### src/rtl/dotp_accumulator_if.sv
// Result channel of the dot-product accumulator: saturated sum plus status flags
// Carries the valid/ready handshake towards the writeback/STORE_RESULT path.
// master: accumulator (drives result/flags/valid); slave: consumer (drives ready).
interface dotp_accumulator_if #(
  parameter int DATA_WIDTH = 32
);
  logic [DATA_WIDTH-1:0] result;       // saturated signed dot product
  logic                  result_valid; // result/flags are presented
  logic                  result_ready; // consumer accepts this cycle
  logic                  overflow;     // result was clamped
  logic                  truncated;    // sequence cut short by STOP

  modport master (
    output result,
    output result_valid,
    output overflow,
    output truncated,
    input  result_ready
  );

  modport slave (
    input  result,
    input  result_valid,
    input  overflow,
    input  truncated,
    output result_ready
  );
endinterface

### src/rtl/dotp_accumulator.sv
// Sums vec_len signed ALU products (opcode DOTP, re-timed by one cycle) into a wide acc; emits one saturated result.
// Latency: result_valid rises the cycle after the last product is seen (IDLE->IDLE in vec_len+2 cycles).
// Backpressure: result held in HOLD until result_ready; products arriving in HOLD are dropped, start ignored.
// Ports: clk/rstn (sync active-low), opcode_in (ALU opcode stream), alu_out (ALU lane output),
//        start/vec_len (arm a new sum), busy (ACCUM or HOLD), res_if (result handshake, master side).
module dotp_accumulator #(
  parameter int DATA_WIDTH   = 32,
  parameter int OPCODE_WIDTH = 4,
  parameter int ACC_WIDTH    = 40,  // keep >= DATA_WIDTH + LEN_WIDTH so the sum itself never wraps
  parameter int LEN_WIDTH    = 8
) (
  input  logic                    clk,
  input  logic                    rstn,
  input  logic [OPCODE_WIDTH-1:0] opcode_in,
  input  logic [DATA_WIDTH-1:0]   alu_out,
  input  logic                    start,
  input  logic [LEN_WIDTH-1:0]    vec_len,
  output logic                    busy,
  dotp_accumulator_if.master      res_if
);

  localparam logic [OPCODE_WIDTH-1:0] OP_DOTP = OPCODE_WIDTH'(4);
  localparam logic [OPCODE_WIDTH-1:0] OP_STOP = OPCODE_WIDTH'(8);

  localparam logic [1:0] S_IDLE  = 2'd0;
  localparam logic [1:0] S_ACCUM = 2'd1;
  localparam logic [1:0] S_HOLD  = 2'd2;

  // Signed DATA_WIDTH bounds expressed at accumulator width.
  localparam logic signed [ACC_WIDTH-1:0] SAT_MAX =
    {{(ACC_WIDTH-DATA_WIDTH+1){1'b0}}, {(DATA_WIDTH-1){1'b1}}};
  localparam logic signed [ACC_WIDTH-1:0] SAT_MIN =
    {{(ACC_WIDTH-DATA_WIDTH+1){1'b1}}, {(DATA_WIDTH-1){1'b0}}};

  logic [1:0]                   r_state;
  logic signed [ACC_WIDTH-1:0]  r_acc;
  logic [LEN_WIDTH-1:0]         r_count;
  logic [OPCODE_WIDTH-1:0]      r_opcode_d;
  logic [DATA_WIDTH-1:0]        r_result;
  logic                         r_overflow;
  logic                         r_truncated;

  logic                         w_event;
  logic signed [ACC_WIDTH-1:0]  w_product;
  logic signed [ACC_WIDTH-1:0]  w_sum;
  logic signed [ACC_WIDTH-1:0]  w_sat_src;
  logic [DATA_WIDTH-1:0]        w_sat;
  logic                         w_ovf;

  // alu_out belongs to the opcode issued one cycle earlier, hence r_opcode_d.
  assign w_event   = (r_state == S_ACCUM) && (r_opcode_d == OP_DOTP);
  assign w_product = {{(ACC_WIDTH-DATA_WIDTH){alu_out[DATA_WIDTH-1]}}, alu_out};
  assign w_sum     = r_acc + w_product;

  // One saturator serves both exits: final product (sum) or STOP (current acc).
  always_comb begin
    w_sat_src = w_event ? w_sum : r_acc;
    w_sat     = w_sat_src[DATA_WIDTH-1:0];
    w_ovf     = 1'b0;
    if (w_sat_src > SAT_MAX) begin
      w_sat = {1'b0, {(DATA_WIDTH-1){1'b1}}};
      w_ovf = 1'b1;
    end else if (w_sat_src < SAT_MIN) begin
      w_sat = {1'b1, {(DATA_WIDTH-1){1'b0}}};
      w_ovf = 1'b1;
    end
  end

  always_ff @(posedge clk) begin
    if (!rstn) begin
      r_state     <= S_IDLE;
      r_acc       <= '0;
      r_count     <= '0;
      r_opcode_d  <= '0;
      r_result    <= '0;
      r_overflow  <= 1'b0;
      r_truncated <= 1'b0;
    end else begin
      r_opcode_d <= opcode_in;
      case (r_state)
        S_IDLE: begin
          if (start) begin
            r_truncated <= 1'b0;
            if (vec_len != '0) begin
              r_acc   <= '0;
              r_count <= vec_len;
              r_state <= S_ACCUM;
            end else begin
              r_result   <= '0;
              r_overflow <= 1'b0;
              r_state    <= S_HOLD;
            end
          end
        end
        S_ACCUM: begin
          if (w_event) begin
            r_acc   <= w_sum;
            r_count <= r_count - LEN_WIDTH'(1);
            if (r_count == LEN_WIDTH'(1)) begin
              r_result   <= w_sat;
              r_overflow <= w_ovf;
              r_state    <= S_HOLD;
            end
          end else if (r_opcode_d == OP_STOP) begin
            r_result    <= w_sat;
            r_overflow  <= w_ovf;
            r_truncated <= 1'b1;
            r_state     <= S_HOLD;
          end
        end
        S_HOLD: begin
          if (res_if.result_ready) begin
            r_state <= S_IDLE;
          end
        end
        default: r_state <= S_IDLE;
      endcase
    end
  end

  assign busy                = (r_state != S_IDLE);
  assign res_if.result_valid = (r_state == S_HOLD);
  assign res_if.result       = r_result;
  assign res_if.overflow     = r_overflow;
  assign res_if.truncated    = r_truncated;

endmodule

### src/flat_wrapper.sv
// flat-port wrapper written by rule: the top's interface ports become plain ports
module dotp_accumulator_flat 
#(
  parameter int DATA_WIDTH   = 32,
  parameter int OPCODE_WIDTH = 4,
  parameter int ACC_WIDTH    = 40,                                                                 
  parameter int LEN_WIDTH    = 8
)
  (clk, rstn, opcode_in, alu_out, start, vec_len, busy, res_if_result, res_if_result_valid, res_if_overflow, res_if_truncated, res_if_result_ready);
  dotp_accumulator_if #(.DATA_WIDTH(DATA_WIDTH)) res_if_i ();
  input  logic clk;
  input  logic rstn;
  input  logic [OPCODE_WIDTH-1:0] opcode_in;
  input  logic [DATA_WIDTH-1:0] alu_out;
  input  logic start;
  input  logic [LEN_WIDTH-1:0] vec_len;
  output logic busy;
  output wire logic [$bits(res_if_i.result)-1:0] res_if_result;
  output wire logic [$bits(res_if_i.result_valid)-1:0] res_if_result_valid;
  output wire logic [$bits(res_if_i.overflow)-1:0] res_if_overflow;
  output wire logic [$bits(res_if_i.truncated)-1:0] res_if_truncated;
  input wire logic [$bits(res_if_i.result_ready)-1:0] res_if_result_ready;
  assign res_if_result = res_if_i.result;
  assign res_if_result_valid = res_if_i.result_valid;
  assign res_if_overflow = res_if_i.overflow;
  assign res_if_truncated = res_if_i.truncated;
  assign res_if_i.result_ready = res_if_result_ready;
  dotp_accumulator #(.DATA_WIDTH(DATA_WIDTH), .OPCODE_WIDTH(OPCODE_WIDTH), .ACC_WIDTH(ACC_WIDTH), .LEN_WIDTH(LEN_WIDTH)) u_core (.clk(clk), .rstn(rstn), .opcode_in(opcode_in), .alu_out(alu_out), .start(start), .vec_len(vec_len), .busy(busy), .res_if(res_if_i));
endmodule
### config.mk
export PLATFORM = sky130hd
export DESIGN_NAME = dotp_accumulator_flat
export DESIGN_NICKNAME = d
export VERILOG_FILES = /design/src/rtl/dotp_accumulator_if.sv /design/src/rtl/dotp_accumulator.sv /design/src/flat_wrapper.sv
export SDC_FILE = /design/constraint.sdc
export NUM_CORES = 1
export LEC_CHECK = 0
export ABC_CLOCK_PERIOD_IN_PS = 4400
export CAP_MARGIN = 20
export CORE_MARGIN = 1.5
export CORE_UTILIZATION = 57
export DETAILED_ROUTE_END_ITERATION = 16
export PLACE_DENSITY = 0.92
export SYNTH_ARGS = -nofsm -noshare
export SYNTH_HDL_FRONTEND = slang
export SYNTH_SLANG_ARGS = --single-unit
### constraint.sdc
create_clock -name clk -period 4.4 [get_ports clk]
set_clock_uncertainty 0.2 [all_clocks]
set_input_delay 0.66 -clock clk [delete_from_list [all_inputs] [get_ports clk]]
set_output_delay 0.66 -clock clk [all_outputs]
set_load 0.01 [all_outputs]
==> impl_metrics.prom <==
# TYPE chip_impl_metric gauge
chip_impl_info{name="status",value="completed"} 1
chip_impl_metric{name="overflow",unit=""} 0
chip_impl_metric{name="synth-edff-count",unit=""} 0
chip_impl_info{name="r2r-end",value="u_core.res_if.result[17]$_SDFFE_PN0P_"} 1
chip_impl_metric{name="final_max_slew_viol_count",unit=""} 0
chip_impl_info{name="cts_root_buffer",value="clkbuf_16"} 1
chip_impl_metric{name="postSynthNetCount",unit=""} 949
chip_impl_metric{name="finalCritPeriodShare",unit="%"} 94.4
chip_impl_metric{name="share_of_layout_cells_above_drive_strength_1",unit="%"} 14.8
chip_impl_metric{name="drc",unit=""} 0
chip_impl_metric{name="cts.reportedPaths.clkPinSlew",unit="ns"} 0.07
chip_impl_metric{name="grt_first_pass_wirelength",unit="mm"} 33.4
chip_impl_info{name="worst_hold_startpoint",value="u_core.res_if.result[16]$_SDFFE_PN0P_"} 1
chip_impl_metric{name="finalHoldViolCount",unit=""} 0
chip_impl_metric{name="ioPinCount",unit=""} 84
chip_impl_metric{name="core_region_area",unit="µm²"} 11400
chip_impl_metric{name="synth-seq-area-share",unit="%"} 26.4
chip_impl_metric{name="htreeDepth",unit=""} 3
chip_impl_info{name="synth_most_common_cell",value="nand2_1"} 1
chip_impl_info{name="critical_path_cell_by_cell",value="clkdlybuf4s50_1, ha_1, fa_1, a211oi_1, o211ai_1, a21oi_2, o21ai_2, a41oi_1, mux2i_1, o21ai_0, a41oi_4, buf_4, o211ai_2"} 1
chip_impl_metric{name="grt_util_all_layers",unit="%"} 33.4
chip_impl_metric{name="die-width",unit="µm"} 111
chip_impl_info{name="hold_path.class",value="reg -> reg"} 1
chip_impl_metric{name="async_flop_share",unit="%"} 0
chip_impl_metric{name="whs",unit="ns"} 0.273
chip_impl_info{name="ys_dominant_reg_cell",value="dfxtp_1"} 1
chip_impl_metric{name="die_height",unit="µm"} 111
chip_impl_metric{name="critical-path-max-stage-delay",unit="ns"} 0.44
chip_impl_metric{name="leakagePower",unit="nW"} 3.26
chip_impl_info{name="rsz0062_at_grt",value="false"} 1
chip_impl_metric{name="syn_inst",unit=""} 859
chip_impl_metric{name="timing.reg2reg.worst_path_depth",unit=""} 12
chip_impl_info{name="end_kind",value="flip-flop"} 1
chip_impl_metric{name="net_switching_power",unit="W"} 0.000645
chip_impl_metric{name="cts_setup_buffers",unit=""} 0
chip_impl_metric{name="crit_path_max_fanout",unit=""} 13
chip_impl_metric{name="post-synth-top-area-fraction",unit="%"} 26.4
chip_impl_metric{name="area_growth_syn_to_layout",unit="%"} 22.5
chip_impl_metric{name="drt-wirelength-per-cell",unit="µm"} 18.8
chip_impl_metric{name="maxSlewHeadroom",unit="%"} 38.9
chip_impl_metric{name="finalCriticalPeriod",unit="ns"} 4.15
chip_impl_metric{name="setup-violations-final",unit=""} 0
chip_impl_metric{name="synth.avg_cell_area",unit="µm²"} 7.77
chip_impl_info{name="critical_path.startpoint",value="alu_out[0]"} 1
chip_impl_metric{name="n_diodes",unit=""} 0
chip_impl_metric{name="cts_resized",unit=""} 0
chip_impl_metric{name="port-buffer-count",unit=""} 83
chip_impl_metric{name="worst-slew-pin-transition",unit="ns"} 0.915
chip_impl_info{name="worstReg2RegStart",value="u_core.r_acc[0]$_SDFFE_PN0P_"} 1
chip_impl_metric{name="drt_iter0_drc",unit=""} 722
chip_impl_metric{name="final.setup.worst_slack",unit="ns"} 0.246
chip_impl_metric{name="final_nets",unit=""} 1043
chip_impl_info{name="tritoncts",value="done"} 1
chip_impl_info{name="cpMaxStageDelayCell",value="fa_1"} 1
chip_impl_metric{name="gp_congestion",unit=""} 1.05
chip_impl_metric{name="place_worst_setup_slack",unit="ns"} -0.0327
chip_impl_info{name="min_to",value="u_core.res_if.result[16]$_SDFFE_PN0P_"} 1
chip_impl_metric{name="hold_buffers",unit=""} 0
chip_impl_metric{name="ir_worst_vdd",unit="mV"} 0.227
chip_impl_metric{name="initial_antenna_violation_count",unit=""} 0
chip_impl_metric{name="ctsLongestPathBuffers",unit=""} 2
chip_impl_metric{name="pwr-share-comb",unit="%"} 22.6
chip_impl_info{name="synthTopCellsByCount",value="nand2_1 (137), nor2_1 (100), dfxtp_1 (88)"} 1
chip_impl_metric{name="yosysWarningCount",unit=""} 0
chip_impl_info{name="worst_setup_path_start_kind",value="primary input"} 1
chip_impl_metric{name="netlist_area",unit="µm²"} 6670
chip_impl_metric{name="synth_cell_type_count",unit=""} 81
chip_impl_metric{name="detail_route.vias_per_cell",unit=""} 6.41
chip_impl_metric{name="dr_total_vias",unit=""} 7054
chip_impl_metric{name="worstPathArrival",unit="ns"} 4.17
chip_impl_metric{name="start_util",unit="%"} 58.4
chip_impl_info{name="ys_top_cells_by_area",value="dfxtp_1 (26%), nand2_1 (7.7%), ha_1 (7.7%), o211ai_2 (5.8%), a21oi_1 (5.7%)"} 1
chip_impl_metric{name="cp.required",unit="ns"} 4.42
chip_impl_metric{name="fp-row-count",unit=""} 39
chip_impl_metric{name="hold_depth",unit=""} 2
chip_impl_metric{name="clock_latency_on_the_worst_skew_pair",unit="ns"} 0.35
chip_impl_metric{name="swShare",unit="%"} 30.6
chip_impl_metric{name="p_clk_share",unit="%"} 37.0
chip_impl_metric{name="pwr_density_cell",unit="nW/µm²"} 258
chip_impl_metric{name="power.share.sequential",unit="%"} 40.4
chip_impl_metric{name="power.internal",unit="W"} 0.00146
chip_impl_metric{name="place_inst",unit=""} 1084
chip_impl_metric{name="grt_pass1_vias",unit=""} 6804
chip_impl_metric{name="clock-sinks",unit=""} 88
chip_impl_metric{name="drt_wl_total",unit="mm"} 20.7
chip_impl_metric{name="finished_layout_cells",unit=""} 1100
chip_impl_metric{name="achievable-frequency",unit="MHz"} 241
chip_impl_metric{name="drtPass1Iterations",unit=""} 5
chip_impl_metric{name="detailed_place_hpwl",unit="mm"} 15.1
chip_impl_metric{name="drv_cap",unit=""} 0
chip_impl_metric{name="grt_max_degree",unit=""} 47
chip_impl_metric{name="yosys_register_bits",unit=""} 88
chip_impl_metric{name="antenna_violating_nets_post_route",unit=""} 0
chip_impl_metric{name="reg2reg_slack",unit="ns"} 0.66
chip_impl_metric{name="die_area",unit="µm²"} 12400
chip_impl_metric{name="cts-buffers-inserted",unit=""} 9
chip_impl_info{name="synth_top_cell_by_area",value="dfxtp_1"} 1
chip_impl_info{name="worstSetupPathType",value="in -> reg"} 1
-- how the worst max path moves through the flow --
stage,cells past startpoint,slack [ns],end
6_report,13,0.25,u_core.res_if.result[17]$_SDFFE_PN0P_
5_1_grt,13,0.01,u_core.res_if.result[20]$_SDFFE_PN0P_
3_3_place_gp,13,0.10,u_core.res_if.result[23]$_SDFFE_PN0P_
3_5_place_dp,13,-0.03,u_core.res_if.result[15]$_SDFFE_PN0P_
2_1_floorplan,12,0.71,u_core.res_if.result[0]$_SDFFE_PN0P_
4_1_cts,13,0.33,u_core.res_if.result[17]$_SDFFE_PN0P_
-- worst max-delay path, delay by kind of cell --
family / cells / cell delay (ns)
adders and majority gates: 2 / 0.69
AOI/OAI and AO/OA: 8 / 1.83
muxes: 1 / 0.30
buffers and inverters: 2 / 0.70
-- layout by cell type, fill, tap and decap left out, types with 20 or more instances in the layout --
cell type	Yosys	layout
buf_4	3	52
a22oi_1	20	20
clkdlybuf4s50_1	0	83
ha_1	41	41
nand2_1	137	137
a21oi_1	76	76
o211ai_2	31	31
o21ai_0	43	42
dfxtp_1	88	88
nor2_1	100	99
-- power by group through the flow --
stage               clock network [W]  logic [W]  registers (W)
finish                       0.000781   0.000476       0.000852
global route                 0.000824   0.000512       0.000855
CTS                          0.000786   0.000461       0.000852
detailed placement                  0   0.000457       0.000869
global placement                    0   0.000449       0.000867
floorplan                           0   0.000293       0.000864
-- per-layer routing --
metal / share of wire (%) / global-route usage, % / up-vias
met5: 0 / 0 / -
met3: 7.7 / 5.90 / 72
li1: - / - / 3315
met2: 47 / 55.7 / 358
met4: 4.3 / 17.1 / 0
met1: 41 / 41.3 / 3309
-- through the flow --
step / cell area (µm²) / total power (W) / setup TNS [ns] / util, %
final: 8170 / 0.00211 / 0 / 71.6
after global routing: 8170 / 0.00219 / 0 / 71.6
after CTS: 8150 / 0.00210 / 0 / 71.4
after detailed placement: 7850 / 0.00133 / -0.251 / 68.8
after global placement: 7850 / 0.00132 / 0 / 68.8
after floorplan: 6670 / 0.00116 / 0 / -
-- cell type report --
class	count	area, µm²
Clock inverter	5	57.6
Sequential cell	88	1760
Timing Repair Buffer	136	1250
Inverter	11	41.3
Clock buffer	10	239
Tap cell	143	179
Fill cell	869	3240
Multi-Input combinational cell	707	4650
-- logic make-up (layout without fill, tap and decap cells) --
kind of cell             after synthesis  in the layout  synth area share, %
multiplexers                           9              9                 1.44
buffers and inverters                 64            162                 4.35
flip-flops                            88             88                 26.4
AND/OR/NAND/NOR                      345            345                 24.1
XOR/XNOR                              28             28                 3.68
AO/OA/AOI/OAI                        283            283                 32.0
adder cells (fa/ha/maj)               42             42                 7.99
-- state kept, by name, indices dropped and copies added, names as in the netlist --
signal and count:
u_core.r_opcode_d 4, u_core.r_acc 40, u_core.res_if.truncated 1, u_core.r_count 8, u_core.r_state 2, u_core.res_if.overflow 1
u_core.res_if.result 32
(Power assumes the default switching activity.)
